File: src/rtl/writeback_arbiter.sv
// Writeback arbiter: LSU/MDU/ALU result arbitration, register-file write port and pending-write scoreboard.
// Optional bypass of the committing result to the issue stage under `WB_FORWARD_EN.
module writeback_arbiter #(
  parameter int DATA_WIDTH   = 32,
  parameter int STARVE_LIMIT = 4
) (
  input  logic                  clk,
  input  logic                  reset,
  input  logic                  alu_valid,
  input  logic [4:0]            alu_rd,
  input  logic [DATA_WIDTH-1:0] alu_data,
  output logic                  alu_ready,
  input  logic                  mdu_valid,
  input  logic [4:0]            mdu_rd,
  input  logic [DATA_WIDTH-1:0] mdu_data,
  output logic                  mdu_ready,
  input  logic                  lsu_valid,
  input  logic [4:0]            lsu_rd,
  input  logic [DATA_WIDTH-1:0] lsu_data,
  output logic                  lsu_ready,
  output logic [4:0]            int_rd_addr,
  output logic [DATA_WIDTH-1:0] int_rd_data,
  output logic                  int_rd_write,
  input  logic                  iss_valid,
  input  logic [4:0]            iss_rd,
  output logic                  iss_ready,
  input  logic [4:0]            iss_rs1,
  input  logic [4:0]            iss_rs2,
  output logic                  rs1_busy,
  output logic                  rs2_busy,
  output logic                  fwd_rs1_hit,
  output logic                  fwd_rs2_hit,
  output logic [DATA_WIDTH-1:0] fwd_rs1_data,
  output logic [DATA_WIDTH-1:0] fwd_rs2_data,
  input  logic                  flush
);

  localparam int CW =
    (STARVE_LIMIT < 1) ? 1 : $clog2(STARVE_LIMIT + 1);
  localparam logic [CW-1:0] LIMIT = CW'(STARVE_LIMIT);

  logic [CW-1:0]         starve_q, starve_d;
  logic                  wr_q, wr_d;
  logic [4:0]            addr_q, addr_d;
  logic [DATA_WIDTH-1:0] data_q, data_d;
  logic [31:0]           pend_q, pend_d;

  logic                  gnt_alu, gnt_mdu, gnt_lsu;
  logic                  starved;
  logic                  xfer;
  logic [4:0]            sel_rd;
  logic [DATA_WIDTH-1:0] sel_data;
  logic                  iss_fwd;
  logic                  alloc;

  assign starved = alu_valid && (starve_q == LIMIT);

  always_comb begin
    gnt_alu = 1'b0;
    gnt_mdu = 1'b0;
    gnt_lsu = 1'b0;
    if (!reset) begin
      priority case (1'b1)
        starved:   gnt_alu = 1'b1;
        lsu_valid: gnt_lsu = 1'b1;
        mdu_valid: gnt_mdu = 1'b1;
        alu_valid: gnt_alu = 1'b1;
        default:   ;
      endcase
    end
  end

  assign alu_ready = gnt_alu;
  assign mdu_ready = gnt_mdu;
  assign lsu_ready = gnt_lsu;
  assign xfer      = gnt_alu || gnt_mdu || gnt_lsu;

  always_comb begin
    sel_rd   = alu_rd;
    sel_data = alu_data;
    if (gnt_lsu) begin
      sel_rd   = lsu_rd;
      sel_data = lsu_data;
    end else if (gnt_mdu) begin
      sel_rd   = mdu_rd;
      sel_data = mdu_data;
    end
  end

  // x0 results are consumed but never reach the register file
  always_comb begin
    wr_d   = xfer && (sel_rd != 5'd0);
    addr_d = addr_q;
    data_d = data_q;
    if (wr_d) begin
      addr_d = sel_rd;
      data_d = sel_data;
    end
  end

  always_comb begin
    starve_d = '0;
    if (alu_valid && !gnt_alu)
      starve_d = starve_q + CW'(1);
  end

  assign int_rd_write = wr_q;
  assign int_rd_addr  = addr_q;
  assign int_rd_data  = data_q;

`ifdef WB_FORWARD_EN
  assign fwd_rs1_hit  = wr_q && (iss_rs1 != 5'd0) && (addr_q == iss_rs1);
  assign fwd_rs2_hit  = wr_q && (iss_rs2 != 5'd0) && (addr_q == iss_rs2);
  assign fwd_rs1_data = fwd_rs1_hit ? data_q : '0;
  assign fwd_rs2_data = fwd_rs2_hit ? data_q : '0;
  assign iss_fwd      = wr_q && (addr_q == iss_rd);
`else
  assign fwd_rs1_hit  = 1'b0;
  assign fwd_rs2_hit  = 1'b0;
  assign fwd_rs1_data = '0;
  assign fwd_rs2_data = '0;
  assign iss_fwd      = 1'b0;
`endif

  assign rs1_busy = (iss_rs1 != 5'd0) && pend_q[iss_rs1] && !fwd_rs1_hit;
  assign rs2_busy = (iss_rs2 != 5'd0) && pend_q[iss_rs2] && !fwd_rs2_hit;

  assign iss_ready = !reset &&
    ((iss_rd == 5'd0) || !pend_q[iss_rd] || iss_fwd);

  assign alloc = iss_valid && iss_ready && (iss_rd != 5'd0);

  // set after clear so a same-cycle reallocation stays reserved
  always_comb begin
    pend_d = pend_q;
    if (wr_q)
      pend_d[addr_q] = 1'b0;
    if (alloc)
      pend_d[iss_rd] = 1'b1;
    if (flush)
      pend_d = '0;
    pend_d[0] = 1'b0;
  end

  always_ff @(posedge clk) begin
    if (reset) begin
      starve_q <= '0;
      wr_q     <= 1'b0;
      addr_q   <= 5'd0;
      data_q   <= '0;
      pend_q   <= '0;
    end else begin
      starve_q <= starve_d;
      wr_q     <= wr_d;
      addr_q   <= addr_d;
      data_q   <= data_d;
      pend_q   <= pend_d;
    end
  end

endmodule
File: config.mk
export PLATFORM = sky130hd
export DESIGN_NAME = writeback_arbiter
export DESIGN_NICKNAME = d
export VERILOG_FILES = /design/src/rtl/writeback_arbiter.sv
export SDC_FILE = /design/constraint.sdc
export NUM_CORES = 1
export LEC_CHECK = 0
export CAP_MARGIN = 20
export CORE_UTILIZATION = 45
export DETAILED_ROUTE_END_ITERATION = 10
export GPL_ROUTABILITY_DRIVEN = 0
export GPL_TIMING_DRIVEN = 1
export PLACE_DENSITY = 0.89
export SKIP_CTS_REPAIR_TIMING = 1
export SYNTH_ARGS = -nofsm -noshare
export SYNTH_HDL_FRONTEND = slang
export SYNTH_SLANG_ARGS = --single-unit
File: constraint.sdc
create_clock -name clk -period 5.55 [get_ports clk]
set_clock_uncertainty 0.2 [all_clocks]
set_input_delay 1.3875 -clock clk [delete_from_list [all_inputs] [get_ports clk]]
set_output_delay 1.3875 -clock clk [all_outputs]
set_load 0.1 [all_outputs]
==> results.toml <==
[floorplanning]
die_height_um = 107
io_pins = 243
initial_core_util_pct = 46.1
fp.dieArea_um2 = 11500
die_w_um = 107
fp-row-count = 38
core_area_um2 = 10800

[yosys]
synth_seq_area_share_pct = 28.9
async_flop_share_pct = 0
syn_inst = 540
netlist_top_cells_area = "dfxtp_1 (29%), mux4_2 (11%), buf_4 (9.9%)"
synth_top_area_share_pct = 28.9
ys.flop_type = "dfxtp_1"
yosysWarnings = 0
ys_ff_latch = 72
synth_edf_count = 0
synth_cell_types = 50
yosysTopAreaCell = "dfxtp_1"
syn_area_per_cell_um2 = 9.22
synth_area_um2 = 4980

[critical_path]
r2r-end = "int_rd_data[30]$_SDFFE_PP0P_"
cp_num_buf_inv = 3
rr_startpoint = "starve_q[0]$_SDFF_PP0_"
cp.arrival_ps = 3750
crit_slowest_cell = "clkdlybuf4s50_1"
start_kind = "input port"
crit_required_ps = 3960
crit_type = "input port to primary output"
crit_chain = "clkdlybuf4s50_1 > buf_4 > mux4_2 > mux2_2 > a21oi_2 > a21oi_1 > nor3_4 > buf_12"
cp.depth = 8
critPathMaxFanout = 11
critical_path.max_stage_delay_ps = 610
r2r_slack_ps = 2690
end_kind = "primary output"
crit_family = "buffers and inverters"
r2r_cells = 9

[worst_hold_path]
hold_end = "int_rd_data[29]$_SDFFE_PP0P_"
min_path_cells = 2
hold_class = "register to register"
min_from = "int_rd_data[29]$_SDFFE_PP0P_"

[layout]
drive_gt1_share_pct = 10.7
final_core_util_pct = 63.3
area_growth_pct = 37.2
antenna_cells = 0
final_common_cell = "clkdlybuf4s50_1"
nets = 834
fin_area_um2 = 6830
layout_common_cells = "clkdlybuf4s50_1 (169), dfxtp_1 (72), conb_1 (66), nand2_1 (43), o21ai_0 (37)"

[power]
power_mw = 1.80
vdd_drop_max_mv = 0.198
p_per_area_nw_per_um2 = 263
p_leak_nw = 2.59

[global_routing]
grt_pass1_vias = 4705
grt_max_degree = 43
grt-ovfl-total = 0
antenna_found_initial = 0
grt_pass1_wl_um = 23800
track_usage_pct = 27.1

[drt]
drt-wirelength-per-cell_um = 18.2
vias = 4777
dr.pass1.iters = 5
vias_per_cell = 5.66
drt_iter0_markers = 281
ant_nets = 0
routed_wl_um = 15300
drcViolationCount = 0

[timing]
rsz0062_at_grt = "no"
slew_headroom_pct = 31.6
finalHoldViolations = 0
period_needed_ps = 5330
setup_viol = 0
fmax_ghz = 0.188
finalCritPeriodShare_pct = 96.1
maxSlewViolCount = 0
fin_tns_setup_ps = 0
whs_ps = 277
tightest_slew_ps = 1020

[cts]
cts-root-buf = "clkbuf_8"
tritoncts = "done"
clock_latency_ps = 360
clock_path_buffers = 2
cts_max_level = 3
cts_sinks = 72
clk_pin_slew_ps = 80
cts_made_buffers = 9

[outcome]
status = "finished, final reports clean"

[placed_design]
hpwl_um = 11800
io_buffers = 176
dpl_cell_area_um2 = 6630

[job]
maxCapViolCount = 0
-- power breakdown --
part | switching [mW] | total (mW) | internal, mW
logic | 0.576 | 0.786 | 0.210
registers | 0.0269 | 0.578 | 0.551
clock network | 0.220 | 0.432 | 0.213
-- worst min-delay path: stages, from the launching register on --
cell and delay (ps):
dfxtp_1 320, nand2b_1 60, mux2i_1 60
-- sequential cells by signal, indices dropped and copies added (netlist names) --
register / flops
int_rd_addr: 5
starve_q: 3
pend_q: 31
int_rd_write: 1
int_rd_data: 32
-- per-layer routing --
metal  global-route usage, %  routed length (um)
met5                       0                   0
met3                    9.85                1720
met1                    28.9                5310
met2                    46.7                7600
met4                    14.0                 708
-- cell families after synthesis --
logic type	synth area share [%]
simple gates	16.4
compound gates	20.4
buf+inv	14.2
flops	28.9
mux	19.5
fa+ha+maj	0.502
other cells	0.0753
-- final cells by class --
type	count	area (um^2)
fill	874	3960
multi-input combinational	419	3090
timing repair buffer	186	1880
sequential	72	1440
tap	140	175
clock buffer	9	124
clock inverter	7	81.3
inverter	11	41.3
-- worst max-delay path by stage --
stage | startpoint | to | slack (ps)
detailed placement | iss_rs1[0] | rs1_busy | 230
CTS | iss_rd[0] | iss_ready | 220
global placement | iss_rs1[0] | rs1_busy | 300
finish | iss_rd[0] | iss_ready | 220
global route | iss_rd[0] | iss_ready | 90
floorplan | iss_rd[0] | iss_ready | 230
-- Yosys cell counts (all sizes together) (2+ instances only) --
cell and count:
dfxtp 72, buf 71, nand2 43, o21ai 40, mux2i 34, clkbuf 32, nand2b 32, o22a 32
mux4 25, a32o 19, nand3 18, nor2 15, a21oi 12, o211ai 12, inv 11, nor3 9
nor3b 9, mux2 6, a31oi 5, nor4b 5, o21bai 5, and3 4, a211oi 3, nand3b 3
ha 2, or2 2
-- per-stage QoR --
stage                     instances  worst slack [ps]
final                           844               217
after global routing            844              87.2
after CTS                       844               222
after detailed placement        828               230
after global placement          828               302
after floorplan                 605               225
(Power assumes the default switching activity.)
==> RTL change (same settings) <==
Reset style: asynchronous (`reset`), changed in one clocked block.
--- a/src/rtl/writeback_arbiter.sv
+++ b/src/rtl/writeback_arbiter.sv
@@ -144,3 +144,3 @@
 
-  always_ff @(posedge clk) begin
+  always_ff @(posedge clk or posedge reset) begin
     if (reset) begin
Function: differs if reset is asserted again (counterexample within 4 cycles, from zero or initial values and one cycle with reset high); with reset held inactive, the same outputs for 4 cycles.
==> RTL change against the unedited design <==
  * Die area is 4.4% higher
  * Sequential share of layout area is 3.9 points higher
  * Routed wire length is 8.6% higher
  * Clock power is 38% higher
  * Setup slack better by 0.043 ns
  * Final area is 5.5% higher
  * Power is 25% higher
  * Sequential cell count stayed put
  * Synthesized area is 4.5% higher
  * Largest cell class unchanged
==> RTL change: results (changes against the unedited design) <==
status = completed
crit path max fanout = 9 (-2)
nets = 869 (+4.2%)
CTS H-Tree Depth = 3 (unchanged)
maximum clock path buffer count = 2 (unchanged)
WL final = 16.66 mm (+8.6%)
Arr. time, crit path = 3.70 ns (-0.05 ns)
vias in the first global route = 5123 (+8.9%)
worst hold path type = flop to flop
TritonCTS buffer count = 9 (unchanged)
slew margin rel. = 29.46% (-2.1 points)
max FFs per register = 32 (unchanged)
Ys Warns = 0 (unchanged)
Fillers = 829 (-5.1%)
leakage = 3.032 nW (+17%)
Cells on Worst Hold Path = 1 (-1)
pre-CTS setup slack = 0.2491 ns (+0.01915 ns)
fraction of layout cells with a size suffix above 1 = 13.80% (+3.1 points)
Slowest-stage cell, CP = clkdlybuf4s50_1
Cells after Synth = 567 (+5.0%)
initial DRC count = 327 (+16%)
R2R depth = 10 (+1)
dpl cells = 863 (+4.2%)
first-pass GRT wire length = 25.98 mm (+9.0%)
largest net degree at the start of global routing = 47 (+9.3%)
vias per inst = 5.717 (+1.0%)
Clock Latency Late Sink = 0.33 ns (-0.03 ns)
Hold Startpoint = starve_q[0]
DP HPWL = 12.49 mm (+5.7%)
initial antenna violation count = 0 (unchanged)
origin of the critical flop-to-flop path = starve_q[0]
CP peak stage delay = 0.78 ns (+0.17 ns)
post-synthesis sequential area ratio = 34.62% (+5.7 points)
Unique masters post-synth = 47 (-6.0%)
Area contributors post-synth = dfrtp_1, mux4_2, buf_4
Detailed Routing Iterations Pass 1 = 5 (unchanged)
gr usage total = 28.95% (+1.9 points)
Reg2Reg Capture Point = int_rd_data[14]
Async S/R FF share, synth = 100.0% (+100 points)
Clock transition at path regs = 0.06 ns (-0.02 ns)
Post-synth top cells = dfrtp_1, a21oi_1, nand2_1
input/output buffers = 176 (unchanged)
Root Driver = clkbuf_16
FF-to-FF setup slack = 2.42 ns (-0.27 ns)
diodes inserted = 0 (unchanged)
hold worst-path end = starve_q[0]
Peak VDD IR = 255.6 µV (+29%)
DR WL/cell = 18.96 µm (+4.3%)
[RTL change: cell types whose count changed after synthesis, sizes merged, moves of 19 or more]
cell | unedited run | this run
mux2 | 6 | 37
nor2 | 15 | 42
a32o | 19 | 0
mux2i | 34 | 0
dfxtp | 72 | 0
nand2 | 43 | 67
nand2b | 32 | 2
o22a | 32 | 0
nor2b | 1 | 20
a21oi | 12 | 67
dfrtp | 0 | 72
[RTL change: worst max-delay path: cells and delay by family]
family	cells	cell delay, ns
buffers and inverters	2	0.95
muxes	3	1.35
[RTL change: power breakdown]
group          internal, mW  leakage [nW]  switching, mW
Clock                 0.371         0.148          0.226
Combinational         0.270          1.97          0.754
Sequential            0.579         0.915         0.0415
Total                  1.22          3.03           1.02
[RTL change: per-layer routing]
metal	vias to the layer above	global-route usage [%]	part of all wire, %
li1	2207	-	-
met1	2380	32.73	35
met2	344	47.84	49
met3	94	9.425	10
met4	0	17.05	5.6
met5	-	0	0
[RTL change: final cells by class]
type / instances / share of cell area, %
multi-input combinational: 455 / 41.52
timing repair buffer: 184 / 26.12
sequential: 72 / 25.01
clock buffer: 11 / 3.508
tap: 140 / 2.431
clock inverter: 5 / 0.7642
inverter: 12 / 0.6426
[RTL change: cell families after synthesis]
| logic type | count (synthesis) | share of synthesized area (%) |
|---|---|---|
| multiplexers | 62 | 19.83 |
| other | 1 | 0.07205 |
| adder cells (fa/ha/maj) | 2 | 0.4807 |
| XOR/XNOR | 1 | 0.1683 |
| AND/OR/NAND/NOR | 185 | 17.67 |
| AO/OA/AOI/OAI | 139 | 14.35 |
| buffers and inverters | 105 | 12.81 |
| flip-flops | 72 | 34.62 |
[RTL change: how the worst max path moves through the flow]
| stage | startpoint | slack [ns] | end |
|---|---|---|---|
| after detailed placement | iss_rs2[0] | 0.25 | rs2_busy |
| after global routing | iss_rs1[0] | 0.17 | rs1_busy |
| final | iss_rs2[0] | 0.26 | rs2_busy |
| after CTS | iss_rs2[0] | 0.24 | rs2_busy |
| after floorplan | reset | 0.03 | lsu_ready |
| after global placement | iss_rs1[0] | 0.32 | rs1_busy |
[RTL change: through the flow]
step                area (µm²)  hold WS, ns
CTS                       7204       0.2692
global placement          6897       0.2442
finish                    7204       0.2740
floorplan                 5455       0.2322
detailed placement        6897       0.2624
global route              7204       0.2895
